<file path="config.mk">
export PLATFORM = sky130hd
export DESIGN_NAME = flex_timer_bank
export DESIGN_NICKNAME = d
export VERILOG_FILES = /design/src/rtl/flex_timer_bank.sv
export SDC_FILE = /design/constraint.sdc
export NUM_CORES = 1
export LEC_CHECK = 0
export CAP_MARGIN = 20
export CORE_UTILIZATION = 45
export CTS_BUF_LIST = sky130_fd_sc_hd__clkbuf_4 sky130_fd_sc_hd__clkbuf_8
export DETAILED_ROUTE_END_ITERATION = 12
export PLACE_DENSITY = 0.86
export SLEW_MARGIN = 20
export SYNTH_ARGS = -nofsm -noshare
export SYNTH_HDL_FRONTEND = slang
export SYNTH_SLANG_ARGS = --single-unit
</file>
<file path="constraint.sdc">
create_clock -name clk -period 3.79 [get_ports clk]
set_clock_uncertainty 0.2 [all_clocks]
set_input_delay 0.758 -clock clk [delete_from_list [all_inputs] [get_ports clk]]
set_output_delay 0.758 -clock clk [all_outputs]
set_load 0.01 [all_outputs]
</file>
<file path="src/rtl/flex_timer_bank.sv">
// flex_timer_bank: bank of independent up-counters with per-channel terminal
// value, periodic/one-shot modes, combinational cascade and a shared irq.
module flex_timer_bank #(
  parameter int NUM_CH       = 4,
  parameter int NUM_CNT_BITS = 8
) (
  input  logic                         clk,
  input  logic                         n_rst,
  input  logic [NUM_CH-1:0]            count_enable,
  input  logic [NUM_CH-1:0]            clear,
  input  logic [NUM_CH-1:0]            load,
  input  logic [NUM_CH*NUM_CNT_BITS-1:0] load_val,
  input  logic [NUM_CH*NUM_CNT_BITS-1:0] rollover_val,
  input  logic [NUM_CH-1:0]            one_shot,
  input  logic [NUM_CH-1:0]            chain_en,
  input  logic [NUM_CH-1:0]            irq_mask,
  output logic [NUM_CH*NUM_CNT_BITS-1:0] count_out,
  output logic [NUM_CH-1:0]            rollover_flag,
  output logic [NUM_CH-1:0]            wrap_pulse,
  output logic [NUM_CH-1:0]            done,
  output logic                         irq
);

  localparam int W = NUM_CNT_BITS;

  logic [NUM_CH*W-1:0] count_q, count_d;
  logic [NUM_CH-1:0]   flag_q, flag_d;
  logic [NUM_CH-1:0]   wrap_q, wrap_d;
  logic [NUM_CH-1:0]   done_q, done_d;
  logic                irq_q, irq_d;

  logic [NUM_CH-1:0]   inc;
  logic [NUM_CH-1:0]   term;

  // Increment requests and terminal events; a terminal event ripples into the
  // next channel's increment within the same cycle when that channel chains.
  always_comb begin
    logic          carry;
    logic          inc_i;
    logic          term_i;
    logic [W-1:0]  cnt;
    logic [W-1:0]  r;
    carry  = 1'b0;
    inc_i  = 1'b0;
    term_i = 1'b0;
    cnt    = '0;
    r      = '0;
    inc    = '0;
    term   = '0;
    for (int i = 0; i < NUM_CH; i++) begin
      cnt    = count_q[i*W +: W];
      r      = rollover_val[i*W +: W];
      inc_i  = (i != 0 && chain_en[i]) ? carry : count_enable[i];
      term_i = inc_i && (cnt == r) && (r != '0) && !done_q[i];
      inc[i]  = inc_i;
      term[i] = term_i;
      carry   = term_i;
    end
  end

  // Per-channel next state: clear > load > terminal/increment > hold.
  always_comb begin
    logic [W-1:0] cnt;
    logic [W-1:0] r;
    logic [W-1:0] lv;
    logic [W-1:0] cnt_inc;
    count_d = count_q;
    flag_d  = flag_q;
    done_d  = done_q;
    wrap_d  = '0;
    cnt     = '0;
    r       = '0;
    lv      = '0;
    cnt_inc = '0;
    for (int i = 0; i < NUM_CH; i++) begin
      cnt     = count_q[i*W +: W];
      r       = rollover_val[i*W +: W];
      lv      = load_val[i*W +: W];
      cnt_inc = cnt + W'(1);
      if (clear[i]) begin
        count_d[i*W +: W] = '0;
        flag_d[i]         = 1'b0;
        done_d[i]         = 1'b0;
      end else if (load[i]) begin
        count_d[i*W +: W] = lv;
        flag_d[i]         = (lv == r) && (r != '0);
        done_d[i]         = 1'b0;
      end else if (term[i]) begin
        wrap_d[i] = 1'b1;
        if (one_shot[i]) begin
          // count parks at R; flag stays asserted while parked
          done_d[i] = 1'b1;
          flag_d[i] = 1'b1;
        end else begin
          count_d[i*W +: W] = W'(1);
          flag_d[i]         = (r == W'(1));
        end
      end else if (inc[i] && !done_q[i] && (r != '0)) begin
        // count != R here; values above R wrap through 0 silently
        count_d[i*W +: W] = cnt_inc;
        flag_d[i]         = (cnt_inc == r);
      end
    end
  end

  // Interrupt follows the registered pulses by one cycle.
  always_comb begin
    irq_d = |(wrap_q & irq_mask);
  end

  // State registers with asynchronous active-low reset.
  always_ff @(posedge clk or negedge n_rst) begin
    if (!n_rst) begin
      count_q <= '0;
      flag_q  <= '0;
      wrap_q  <= '0;
      done_q  <= '0;
      irq_q   <= 1'b0;
    end else begin
      count_q <= count_d;
      flag_q  <= flag_d;
      wrap_q  <= wrap_d;
      done_q  <= done_d;
      irq_q   <= irq_d;
    end
  end

  assign count_out     = count_q;
  assign rollover_flag = flag_q;
  assign wrap_pulse    = wrap_q;
  assign done          = done_q;
  assign irq           = irq_q;

endmodule

</file>
==> results of run 1 <==
## cells in the final DEF, fill, tap and decap left out, drive strengths merged, types with 7 or more instances in the layout
cell type / n
a21oi: 30
a221o: 8
buf: 20
clkdlybuf4s50: 132
dfrtp: 45
inv: 16
nand2: 33
nand2b: 7
nand3: 24
nand4: 13
nor2: 30
nor3: 25
nor4: 19
o211ai: 9
o21ai: 21
o22ai: 9
or2: 8
or3: 7
xnor2: 52
xor2: 42
## metal layers
layer  GRT usage  vias up  routed length, µm
met3     0.02923       20               1004
li1            -     2070                  -
met4     0.08333        0                187
met2      0.4696      245               6026
met5           0        -                  0
met1      0.3741     2053               5219
## cells in the mapped netlist (all sizes together), types with 3 or more instances
cell type	number
xnor2	52
a31oi	3
nand2b	7
o31ai	4
inv	16
nor4	19
or4	6
nor3	25
a21o	4
a22oi	6
ha	4
or2	8
nand3b	3
nand2	33
a221o	8
and3	3
dfrtp	45
nor2b	3
or3	7
clkbuf	15
nor4b	5
nand4	13
a21oi	30
nor2	30
o21ai	21
nand3	24
xor2	42
a32oi	5
buf	5
o22ai	9
o211ai	9
## registers in the layout (all words and copies together) (netlist names)
| register | cells |
|---|---|
| wrap_pulse | 4 |
| irq | 1 |
| done | 4 |
| rollover_flag | 4 |
| count_out | 32 |
## stage by stage
step | hold WS [ps] | power (µW) | cells
2_1_floorplan | 262.4 | 783.4 | 487
3_3_place_gp | 283.4 | 1021 | 724
3_5_place_dp | 291.1 | 1032 | 724
4_1_cts | 311.2 | 1472 | 732
5_1_grt | 310.5 | 1537 | 732
6_report | 263.0 | 1463 | 732
## critical path, stage by stage
cell,delay [ps]
clkdlybuf4s50_1,520
or4_1,610
o21bai_1,330
o31ai_4,90
buf_4,160
a21oi_1,240
o21ai_1,120
buf_4,190
nor4_1,250
a221o_1,150
## cell type report
cell class,count,area share
clock buffers,5,0.01223
clock inverters,3,0.01156
inverters,16,0.01067
multi-input cells,406,0.4805
flip-flops and latches,45,0.2001
well taps,105,0.02335
repair buffers,152,0.2615
## cells by family (layout without fill, tap and decap cells)
kind of cell             Yosys count  after routing  share of synthesized area
multiplexers                       1              1                   0.002522
adder cells (fa/ha/maj)            4              4                    0.01261
AND/OR/NAND/NOR                  193            193                     0.2626
flip-flops                        45             45                     0.2837
XOR/XNOR                          94             94                     0.2074
buffers and inverters             36            176                    0.03499
AO/OA/AOI/OAI                    114            114                     0.1961
## power by group
group          internal [µW]  switching, µW
clock network            262            172
registers                505           50.9
logic                    252            221
## worst max-delay path by stage
| stage | endpoint | slack (ps) | depth (start not counted) |
|---|---|---|---|
| global route | count_out[19] | 280 | 10 |
| detailed placement | count_out[24] | 60 | 9 |
| global placement | count_out[24] | 140 | 8 |
| CTS | count_out[24] | 370 | 9 |
| finish | count_out[19] | 390 | 10 |
| floorplan | count_out[24] | 710 | 8 |
==> run metrics, run 1 <==
Post-DP Area 5490 µm²; Starting DRT DRC Count 201; Worst-Skew Late Latency 290 ps; Fillers 717; DRC Markers 0; Layout area overhead 41.77%; syn nets 581; Initial Util 0.4735; Synth Register Bits 45; Post-CTS Setup Bufs 0; share of cells above drive strength 1 0.06858; clk slew on worst S/H paths 90 ps; first-pass GRT wire length 20130 µm; WL per Instance 16.99 µm; root buffer cell clkbuf_8; Place WS 55.25 ps; Seq/Total Area, Yosys 0.2837; leading area contributor after synthesis dfrtp_1; drt first pass iters 4; grt total ovfl 0; Core ar. 8382 µm²; CTS buffer count 5; Die Width 95.91 µm; EDFF count, synth 0; Placer Congestion 0.9164; clock sinks 45; leakage power 0.002136 µW; detailed placer's ending HPWL 9750 µm; largest net degree at the start of global routing 46; max-slew violation count 0; Post-Syn Area 3969 µm²; IO Count 135; die height 95.91 µm; fmax 0.2939 GHz; # setup viols final 0; final hold vios 0; Mapped Avg Cell Area 8.149 µm²; Worst Reg-to-Reg Cells 8; Synth warnings 0; vias in the first global route 4308; Worst slew margin 0.4656; antenna fix cells 0; # port buffers 133; worst vdd ir 0.1510 mV; r2r endpoint count_out[24]; worst min path class in -> async; DRT antenna net count 0; Reg area 1126 µm²; initial antenna violation count 0; fin worst setup slack 387.9 ps; Power Density 260.0 nW/µm²; Max clock buf depth 2; largest cells by area after synthesis dfrtp_1 (28%), xnor2_1 (11%), xor2_1 (9.3%); hold_buf cts 0; status finished clean; Synth Instances 487; Vias per Instance 5.995; nature of the critical path endpoint register; worst path required time 3820 ps; post-route cell area 5627 µm²; Worst-Margin Slew 798.7 ps; final worst path period share 0.8977; wirelength, routed 12440 µm; post-layout util 0.6713; Synth cell types 57; asr flop ratio synth 1.000; GRT Util Overall 0.2779; CTS tree built; die area 9199 µm²; unrepaired setup endpoints after global routing no; maxcap violations 0; post-cts resize count 0; worst reg-to-reg setup slack 870 ps; crit start category input pin; Nets 720; Worst Setup SP rollover_val[4]; worst r2r src count_out[3]; share of the synthesized area in the top cell type 0.2837; multi-input logic area 2704 µm²; H-tree levels 2; Synth Flop Type dfrtp_1; setup tns final 0 ps; kind of critical path in -> reg; Vias 4388; min Tclk post-route 3402 ps; CP arrival 3440 ps; row cnt 33; largest fanout on the critical path 11
(Power assumes the default switching activity.)
==> run 2: changes to the inputs <==
==> constraint.sdc (replaced) <==
create_clock -name clk -period 3.2 [get_ports clk]
set_clock_uncertainty 0.2 [all_clocks]
set_input_delay 0.64 -clock clk [delete_from_list [all_inputs] [get_ports clk]]
set_output_delay 0.64 -clock clk [all_outputs]
set_load 0.01 [all_outputs]
==> run 2 against run 1 <==
Global-route usage up 1.5 points. Non-clock buffer count up 53. Register-to-register slack worse by 510 ps. Critical path depth unchanged. Core utilization up 5.3 points. Wire length up 6.8%. Design area up 7.9%. Power up 14%. First-iteration DRC count down 2.0%. Critical path type unchanged.
==> run metrics, run 2 (same netlist as run 1, synthesis figures left out) <==
die area 9199 µm²; CP arrival 3040 ps; largest fanout on the critical path 6; commonest cells after routing, fill and taps aside clkdlybuf4s50_1 (126), buf_4 (69), xnor2_1 (52); Max clock buf depth 2; Starting DRT DRC Count 197; root buffer cell clkbuf_8; Worst slew margin 0.4447; share of cells above drive strength 1 0.1588; commonest non-fill, non-tap cell in the layout clkdlybuf4s50_1; DRC Markers 0; DRT antenna net count 0; Vias 4545; GRT Util Overall 0.2931; Cell Count, Final, Fillers Out 785; Worst-Margin Slew 829.8 ps; hold_buf cts 0; Vias per Instance 5.790; maxcap violations 0; Nets 773; initial antenna violation count 0; # port buffers 133; largest net degree at the start of global routing 32; kind of critical path in -> reg; CTS tree built; fmax 0.3287 GHz; leakage power 0.002434 µW; clk slew on worst S/H paths 100 ps; drt first pass iters 5; Placer Congestion 0.9909; Core ar. 8382 µm²; grt total ovfl 0; die height 95.91 µm; CTS buffer count 5; # setup viols final 0; Initial Util 0.4735; placed cells 775; post-layout util 0.7246; antenna fix cells 0; first-pass GRT wire length 21090 µm; status finished clean; crit start category input pin; worst reg-to-reg setup slack 360 ps; IO Count 135; vias in the first global route 4443; min Tclk post-route 3043 ps; wirelength, routed 13290 µm; worst min path class in -> async; Power Density 275.6 nW/µm²; row cnt 33; final worst path period share 0.9508; worst path required time 3190 ps; Layout area overhead 53.03%; clock sinks 45; max-slew violation count 0; max FFs per register 32; Worst Reg-to-Reg Cells 9; worst vdd ir 0.1784 mV; WL per Instance 16.93 µm; H-tree levels 2; final hold vios 0; Worst-Skew Late Latency 310 ps; Die Width 95.91 µm; detailed placer's ending HPWL 10460 µm; nature of the critical path endpoint register
## run 2: changes by cell type in the layout (fill, tap and decap cells not counted), sizes merged
cell,previous run,this run
bufinv,2,0
clkinv,1,2
clkdlybuf4s50,132,126
dlygate4sd2,0,1
buf,20,73
dlymetal6s2s,0,5
clkbuf,5,6
## run 2: worst max-delay path, stage by stage
cell	delay, ps
clkdlybuf4s50_1	510
xor2_1	190
nor4_1	390
buf_4	200
and3b_1	240
a21oi_1	140
o21ai_2	180
buf_6	150
o22ai_1	80
a221o_1	310
## run 2: timing repair
item / 4_1_cts / 5_1_grt
setup buffers: 0 / 1
cloned: 0 / 1
pin swaps: 0 / 4
setup endpoints to repair: 7 / 24
gates resized for setup: 3 / 22
## run 2: final timing paths
| kind | to | start |
|---|---|---|
| min in group clk | irq | wrap_pulse[3] |
| max reg2reg | count_out[18] | count_out[0] |
| max | count_out[18] | rollover_val[11] |
| min | wrap_pulse[0] | n_rst |
| max in group asynchronous | count_out[10] | n_rst |
| min reg2reg | irq | wrap_pulse[3] |
## run 2: metal layers
layer	routed length [µm]	up-vias	global-route usage	share of wire
li1	-	2176	-	-
met1	5662	2132	0.3861	0.43
met2	6503	216	0.5089	0.49
met3	927	21	0.03555	0.070
met4	195	0	0.07338	0.015
met5	0	-	0	0
## run 2: report_power, final
group | total [µW] | leakage, µW | switching (µW) | internal (µW)
clock | 393 | 0.0000512 | 217 | 176
combinational | 623 | 0.00178 | 279 | 344
sequential | 658 | 0.000604 | 60.4 | 598
total | 1670 | 0.00243 | 557 | 1120
## run 2: metrics by stage
stage,setup slack [ps],hold WS [ps],area [µm²],TNS (ps),total power (µW)
floorplan,235.4,144.4,3969,0,927.8
detailed placement,-335.0,286.7,5873,-9372,1276
global placement,-316.2,285.0,5873,-7588,1262
finish,157.4,37.80,6073,0,1674
CTS,43.12,44.77,5974,0,1672
global route,-1.357,54.45,6073,-1.357,1753
## run 2: area by class of cell
cell class | count | area (µm²)
fill | 688 | 2308
clock inverter | 2 | 13.76
inverter | 16 | 60.06
tap | 105 | 131.4
multi-input combinational | 406 | 2776
clock buffer | 6 | 82.58
sequential | 45 | 1126
timing repair buffer | 205 | 1883
